`src/rtl/conv_tile_scheduler.sv`:
```
// Convolution layer tile sequencer: walks input-channel tiles (outer loop) and
// output-channel tiles (inner loop), handing each tile to the weight loader and
// then to the compute engine, and pulses done at the end of the layer.
module conv_tile_scheduler #(
    parameter int unsigned MAC_ROW           = 16,
    parameter int unsigned MAC_COL           = 16,
    parameter int unsigned IFMAP_CHANNEL_NUM = 32,
    parameter int unsigned OFMAP_CHANNEL_NUM = 64,
    parameter int unsigned CNT_BIT           = 8
) (
    input  logic               clk,
    input  logic               rstn,
    input  logic               start_in,
    output logic               w_load_start,
    input  logic               w_load_done,
    output logic               cmp_start,
    input  logic               cmp_done,
    output logic [CNT_BIT-1:0] ich_tile,
    output logic [CNT_BIT-1:0] och_tile,
    output logic               acc_en,
    output logic               last_tile,
    output logic               busy,
    output logic               done
);

    localparam int unsigned I_TILES = IFMAP_CHANNEL_NUM / MAC_ROW;
    localparam int unsigned O_TILES = OFMAP_CHANNEL_NUM / MAC_COL;
    localparam logic [CNT_BIT-1:0] I_LAST = CNT_BIT'(I_TILES - 1);
    localparam logic [CNT_BIT-1:0] O_LAST = CNT_BIT'(O_TILES - 1);

    typedef enum logic [2:0] {
        StIdle,
        StLoadW,
        StWaitW,
        StCStart,
        StWaitC,
        StNext,
        StDone
    } state_e;

    state_e             state_q, state_d;
    logic [CNT_BIT-1:0] ich_q, ich_d;
    logic [CNT_BIT-1:0] och_q, och_d;
    // Registered so it reads 0 out of reset even for a single-tile layer.
    logic               last_q, last_d;

    // State register
    always_ff @(posedge clk or negedge rstn) begin
        if (!rstn) begin
            state_q <= StIdle;
        end else begin
            state_q <= state_d;
        end
    end

    // Next-state logic
    always_comb begin
        state_d = state_q;
        unique case (state_q)
            StIdle:   if (start_in) state_d = StLoadW;
            StLoadW:  state_d = StWaitW;
            StWaitW:  if (w_load_done) state_d = StCStart;
            StCStart: state_d = StWaitC;
            StWaitC:  if (cmp_done) state_d = StNext;
            StNext:   state_d = last_q ? StDone : StLoadW;
            StDone:   state_d = StIdle;
            default:  state_d = StIdle;
        endcase
    end

    // Tile index registers
    always_ff @(posedge clk or negedge rstn) begin
        if (!rstn) begin
            ich_q  <= '0;
            och_q  <= '0;
            last_q <= 1'b0;
        end else begin
            ich_q  <= ich_d;
            och_q  <= och_d;
            last_q <= last_d;
        end
    end

    // Tile index advance: clear on start, step the loop nest on leaving NEXT
    always_comb begin
        ich_d  = ich_q;
        och_d  = och_q;
        last_d = last_q;
        if (state_q == StIdle && start_in) begin
            ich_d  = '0;
            och_d  = '0;
            last_d = (I_LAST == '0) && (O_LAST == '0);
        end else if (state_q == StNext && !last_q) begin
            if (och_q == O_LAST) begin
                och_d = '0;
                ich_d = ich_q + 1'b1;
            end else begin
                och_d = och_q + 1'b1;
            end
            last_d = (ich_d == I_LAST) && (och_d == O_LAST);
        end
    end

    // Moore outputs decoded from state and index registers
    always_comb begin
        w_load_start = (state_q == StLoadW);
        cmp_start    = (state_q == StCStart);
        busy         = (state_q != StIdle);
        done         = (state_q == StDone);
        ich_tile     = ich_q;
        och_tile     = och_q;
        acc_en       = (ich_q != '0);
        last_tile    = last_q;
    end

endmodule

```
`config.mk`:
```
export PLATFORM = sky130hd
export DESIGN_NAME = conv_tile_scheduler
export DESIGN_NICKNAME = d
export VERILOG_FILES = /design/src/rtl/conv_tile_scheduler.sv
export SDC_FILE = /design/constraint.sdc
export NUM_CORES = 1
export LEC_CHECK = 0
export CAP_MARGIN = 10
export CORE_MARGIN = 10
export CORE_UTILIZATION = 40
export CTS_CLUSTER_SIZE = 16
export DETAILED_ROUTE_END_ITERATION = 7
export MAX_ROUTING_LAYER = met4
export SETUP_SLACK_MARGIN = 0.5
export SLEW_MARGIN = 5
export SYNTH_ARGS = -nofsm -noshare
export SYNTH_HDL_FRONTEND = slang
export SYNTH_SLANG_ARGS = --single-unit
```
`constraint.sdc`:
```
create_clock -name clk -period 2.3 [get_ports clk]
set_clock_uncertainty 0.15 [all_clocks]
set_input_delay 0.345 -clock clk [delete_from_list [all_inputs] [get_ports clk]]
set_output_delay 0.345 -clock clk [all_outputs]
set_load 0.02 [all_outputs]
```
## After elaboration in Yosys (flattened, before gate mapping)

Cells that the tools add are included.

| word-level totals | value |
|---|---|
| register bits | 20 |
| input port bits | 5 |

| operators by class | value |
|---|---|
| $add $sub $neg | 2 |
| eq/ne operators | 12 |
| muxes and demuxes | 17 |
| reductions and logical operators | 9 |

Operators with widths:

| kind | count |
|---|---|
| $mux 8 | 10 |
| $pmux 3 s6 | 1 |
| $add 8x1->8 const B | 2 |
| $eq 8x2->1 const B | 2 |
| $mux 3 | 4 |
| $eq 3x3->1 const B | 3 |
| $eq 8x1->1 const B | 1 |
| $reduce_bool 8->1 | 1 |
| $eq 3x2->1 const B | 2 |
| $ne 2x2->1 const B | 3 |
| $eq 3x1->1 const B | 1 |
| $logic_and 1x1->1 | 3 |
| $logic_not 3->1 | 1 |
| $reduce_and 3->1 | 1 |
| $reduce_bool 3->1 | 1 |
| $mux 1 | 2 |
| $reduce_bool 2->1 | 1 |
| $logic_not 1->1 | 1 |

## Longest topological paths before layout

| depth | value |
|---|---|
| word-level depth | 8 |
| depth in mapped cells | 7 |
| depth with buffers taken out | 7 |

## Worst setup path before layout

No wires, ideal clock.

| timing path | value |
|---|---|
| path kind | register to register |
| start | register och_q[1], in the netlist och_tile[1] |
| end | register last_q, in the netlist last_tile |
| library setup time | 95 ps |
| data arrival time | 1902 ps |
| data required time | 2055 ps |
| slack | 153 ps |
| stages on the path, launching flop included | 8 |
| path buffers | 1 |
| clock period less this slack | 2147 ps |
| cell sequence | dfrtp_1 -> ha_1 -> nor4b_1 -> and2_1 -> buf_4 -> and4_1 -> o2111ai_1 -> o31ai_1 |

| on the way | value |
|---|---|
| cells in the longest elaborated chain, start to end | 8 |
| elaborated cells on any way between the ends | 13 |

RTL lines:

| element | line | text |
|---|---|---|
| from (decl) | 43 | `logic [CNT_BIT-1:0] och_q, och_d;` |
| from (signal assigned) | 79 | `och_q <= och_d;` |
| $add 8x1->8 or $eq 8x2->1 (tied branches) | 98, 94 |  |
| $mux 8 | 94 | `if (och_q == O_LAST) begin` |
| $mux 8 | 93 | `end else if (state_q == StNext && !last_q) begin` |
| $mux 8 | 89 | `if (state_q == StIdle && start_in) begin` |
| $eq 8x2->1 or $eq 8x1->1 (tied branches) | 100 | `last_d = (ich_d == I_LAST) && (och_d == O_LAST);` |
| $logic_and 1x1->1 * | 100 |  |
| $mux 1 * | 93 |  |
| $mux 1 * | 89 |  |
| to (signal assigned) | 80 | `last_q <= last_d;` |
| to (decl) | 45 | `logic last_q, last_d;` |

Every way passes the cells marked *; elsewhere a longest branch is shown, timed or not. The select of a mux whose other input is x is not followed.
A chain may end at the register's enable or synchronous reset.

## Worst setup path after layout

| timing path | value |
|---|---|
| start | register ich_q[3], in the netlist ich_tile[3] |
| end | register last_q, in the netlist last_tile |

| on the way | value |
|---|---|
| cells in the longest elaborated chain, start to end | 8 |

RTL lines:

| element | line | text |
|---|---|---|
| from (decl) | 42 | `logic [CNT_BIT-1:0] ich_q, ich_d;` |
| from (signal assigned) | 78 | `ich_q <= ich_d;` |
| $add 8x1->8 | 96 | `ich_d = ich_q + 1'b1;` |
| $mux 8 * | 94 |  |
| $mux 8 * | 93 |  |
| $mux 8 * | 89 |  |
| $eq 8x1->1 * | 100 |  |
| $logic_and 1x1->1 * | 100 |  |
| $mux 1 * | 93 |  |
| $mux 1 * | 89 |  |

Marks and branches as above.

==> flow_metrics.py <==
metrics = {
    "synth": {
        "synth-seq-cells": 20,
        "ys_types": 42,
        "syn-num-nets": 179,
        "yosys-top-cells-area": "dfrtp_1 36%, o21ai_0 8.5%, nor2_1 4.5%, nand2_1 4.3%, and3_1 3.6%",
        "synthSimpleGateAreaFrac_pct": 28.3,
        "netlist_area_um2": 1410,
        "synth-compound-area-share_pct": 21.7,
        "synth_common_cells": "24 x o21ai_0, 20 x dfrtp_1, 17 x nor2_1",
        "synth_warnings": 0,
        "synth_edf_count": 0,
        "synthMuxAreaShare_pct": 3.02,
        "synth_top_family_by_area": "simple AND/OR/NAND/NOR gates",
        "yosysMostFrequentCell": "o21ai_0",
        "synthArstFlopShare_pct": 100,
        "synth_area_per_cell_um2": 8.27,
        "syn_inst": 170,
        "yosysSeqAreaShare_pct": 35.6,
        "synthAdderAreaFrac_pct": 3.56,
        "synth_area_leader_cell": "dfrtp_1",
        "synth-main-ff-cell": "dfrtp_1",
        "synth_top_area_share_pct": 35.6,
        "synth_xor_area_share_pct": 2.49,
    },
    "outcome": {
        "outcome": "completed",
    },
    "detailed_routing": {
        "routed_wl_mm": 4.90,
        "routed_via_density": 5.63,
        "drt-met1-wl_mm": 2.08,
        "wl_per_cell_um": 17.4,
        "dr.pass1.iters": 4,
        "wl_met3_um": 306,
        "ant_nets": 0,
        "drc_errors": 0,
        "wl_met2_mm": 2.46,
        "num_vias": 1581,
        "highest_layer": "met4",
        "drt_iter0_drc": 122,
    },
    "finish": {
        "area_delta_synth_final_pct": 64.1,
        "nets": 245,
        "n_antenna_cell": 0,
        "final_cells": 281,
        "drive_above_1_share_pct": 42.1,
        "utilization_pct": 68.6,
    },
    "sta": {
        "fin_setup_tns_ns": 0,
        "rsz0062_at_grt": "true",
        "setup_ws_ns": 0.358,
        "worst_pin_slew_ns": 0.507,
        "finalHoldViolations": 0,
        "fmax_mhz": 515,
        "min_period_ns": 1.94,
        "drv_slew": 0,
        "timing.slew.headroom_pct": 66.1,
        "setup_viol_count_final": 0,
        "whs_ns": 0.212,
        "period_share_pct": 84.4,
    },
    "power_and_ir_drop": {
        "p_leak_nw": 1.10,
        "seqPwrFrac_pct": 27.5,
        "ir_worst_vdd_mv": 0.782,
        "power_frac_comb_pct": 54.7,
        "clockPowerShare_pct": 17.7,
        "intPower_mw": 1.04,
        "p_sw_share_pct": 39.1,
        "p_switching_mw": 0.665,
        "power_density_nw_per_um2": 738,
    },
    "worst_setup_path": {
        "critical_path_class": "reg -> reg",
        "critPathArrivalTime_ns": 2.03,
        "critPathLaunchType": "register",
        "worstSetupEndpointType": "register",
        "worst_ep_required_time_ns": 2.39,
        "cp_max_fo": 7,
    },
    "die": {
        "fp-row-count": 21,
        "dieArea_um2": 6290,
        "core_area_um2": 3360,
        "die-width_um": 79.3,
        "start_util_pct": 41.8,
        "io_pins": 27,
        "die_y_um": 79.3,
    },
    "cts": {
        "cts_buffer_depth": 2,
        "cts.clk_slew.worst_paths_ns": 0.13,
        "cts_buffers": 3,
        "cts_root_buf": "clkbuf_4",
        "cts_tree": "yes",
        "cts_max_level": 1,
        "cts_sinks": 20,
        "clk_latency_ns": 0.32,
    },
    "global_route": {
        "grt_first_pass_wirelength_mm": 7.20,
        "antenna_found_initial": 0,
        "grt_usage_pct": 14.3,
        "globalRouteOverflowTotal": 0,
        "grt_max_degree": 21,
        "grt_pass1_vias": 1423,
    },
    "job": {
        "drv_cap": 0,
    },
    "placed_design": {
        "dp_slack_ns": 0.00275,
        "gp_congestion": 0.863,
        "io_buffers": 26,
        "place_hpwl_mm": 2.82,
        "dp_cells": 242,
    },
    "min_path": {
        "hold_class": "in -> async",
    },
}
[cells in the final DEF (no fill, tap or decap), drive strengths merged, types with 2 or more instances in the layout]
cell type      count
a211oi             2
a21oi              3
a31oi              3
and2               2
and3               8
buf               46
clkbuf             6
clkdlybuf4s15      2
clkdlybuf4s50      4
dfrtp             20
dlygate4sd2       15
ha                 4
inv                6
mux2               2
mux2i              2
nand2             16
nand3              9
nand4              3
nor2              17
nor2b              2
nor3               6
o21a               2
o21ai             24
o21bai             2
o31ai              5
o41ai              4
or2                2
or4                2
xnor2              2
xor2               2
[stage by stage]
step | power (mW) | instance area, um2
after floorplan | 0.747 | 1460
after global placement | 0.923 | 1780
after detailed placement | 0.936 | 1780
after CTS | 1.35 | 1990
after global routing | 1.79 | 2310
final | 1.70 | 2310
[area by class of cell]
cell class	instances	area [um2]
Sequential cell	20	514
Clock buffer	3	22.5
Clock inverter	1	30.0
Fill cell	278	1050
Timing Repair Buffer	70	626
Tap cell	46	57.6
Multi-Input combinational cell	135	1030
Inverter	6	27.5
[per-layer routing]
| layer | vias up | GRT usage, % |
|---|---|---|
| met5 | - | - |
| met4 | 0 | 3.94 |
| met3 | 4 | 2.59 |
| met2 | 55 | 22.5 |
| met1 | 765 | 18.3 |
| li1 | 757 | - |
[kinds of logic after synthesis]
group	count (synthesis)
buffers and inverters	15
DFF	20
AOI/OAI and AO/OA	49
muxes	4
xor gates and xnor gates	4
and+or+nand+nor	74
adders and majority gates	4
[critical path, cell delays in order (launching register included)]
cell	delay [ns]
dfrtp_1	0.55
and3_1	0.26
and3_1	0.32
and4_1	0.23
o2111ai_1	0.12
o31ai_1	0.23
[flip-flops by register name, indices dropped and copies added, names as in the netlist]
signal / cells
state_q: 3
ich_tile: 8
last_tile: 1
och_tile: 8
[path summary, 6_finish.rpt]
check / startpoint / endpoint / slack [ns] / cells past startpoint
hold / removal: rstn / ich_tile[5]$_DFFE_PN0P_ / 0.21 / 2
setup reg to reg: ich_tile[3]$_DFFE_PN0P_ / last_tile$_DFFE_PN0P_ / 0.36 / 5
hold reg to reg: ich_tile[5]$_DFFE_PN0P_ / ich_tile[5]$_DFFE_PN0P_ / 0.40 / 1
min in group clk: ich_tile[5]$_DFFE_PN0P_ / ich_tile[5]$_DFFE_PN0P_ / 0.40 / 1
max in group asynchronous: rstn / och_tile[3]$_DFFE_PN0P_ / 1.55 / 2
setup / recovery: ich_tile[3]$_DFFE_PN0P_ / last_tile$_DFFE_PN0P_ / 0.36 / 5
[power by group through the flow]
stage / Combinational [mW] / Sequential, mW / Clock (mW)
5_1_grt: 0.986 / 0.475 / 0.324
3_3_place_gp: 0.447 / 0.477 / 0
6_report: 0.932 / 0.469 / 0.302
3_5_place_dp: 0.455 / 0.480 / 0
2_1_floorplan: 0.279 / 0.468 / 0
4_1_cts: 0.592 / 0.458 / 0.299
[repair_timing]
| item | CTS | global route |
|---|---|---|
| pin swaps | 4 | 10 |
| resized for setup | 52 | 52 |
| hold buffers | 0 | 0 |
| endpoints found under the setup margin | 39 | 22 |
| buffers inserted | 18 | 15 |
| cloned | 0 | 2 |
Note: power is estimated with default switching activity, not from simulation.
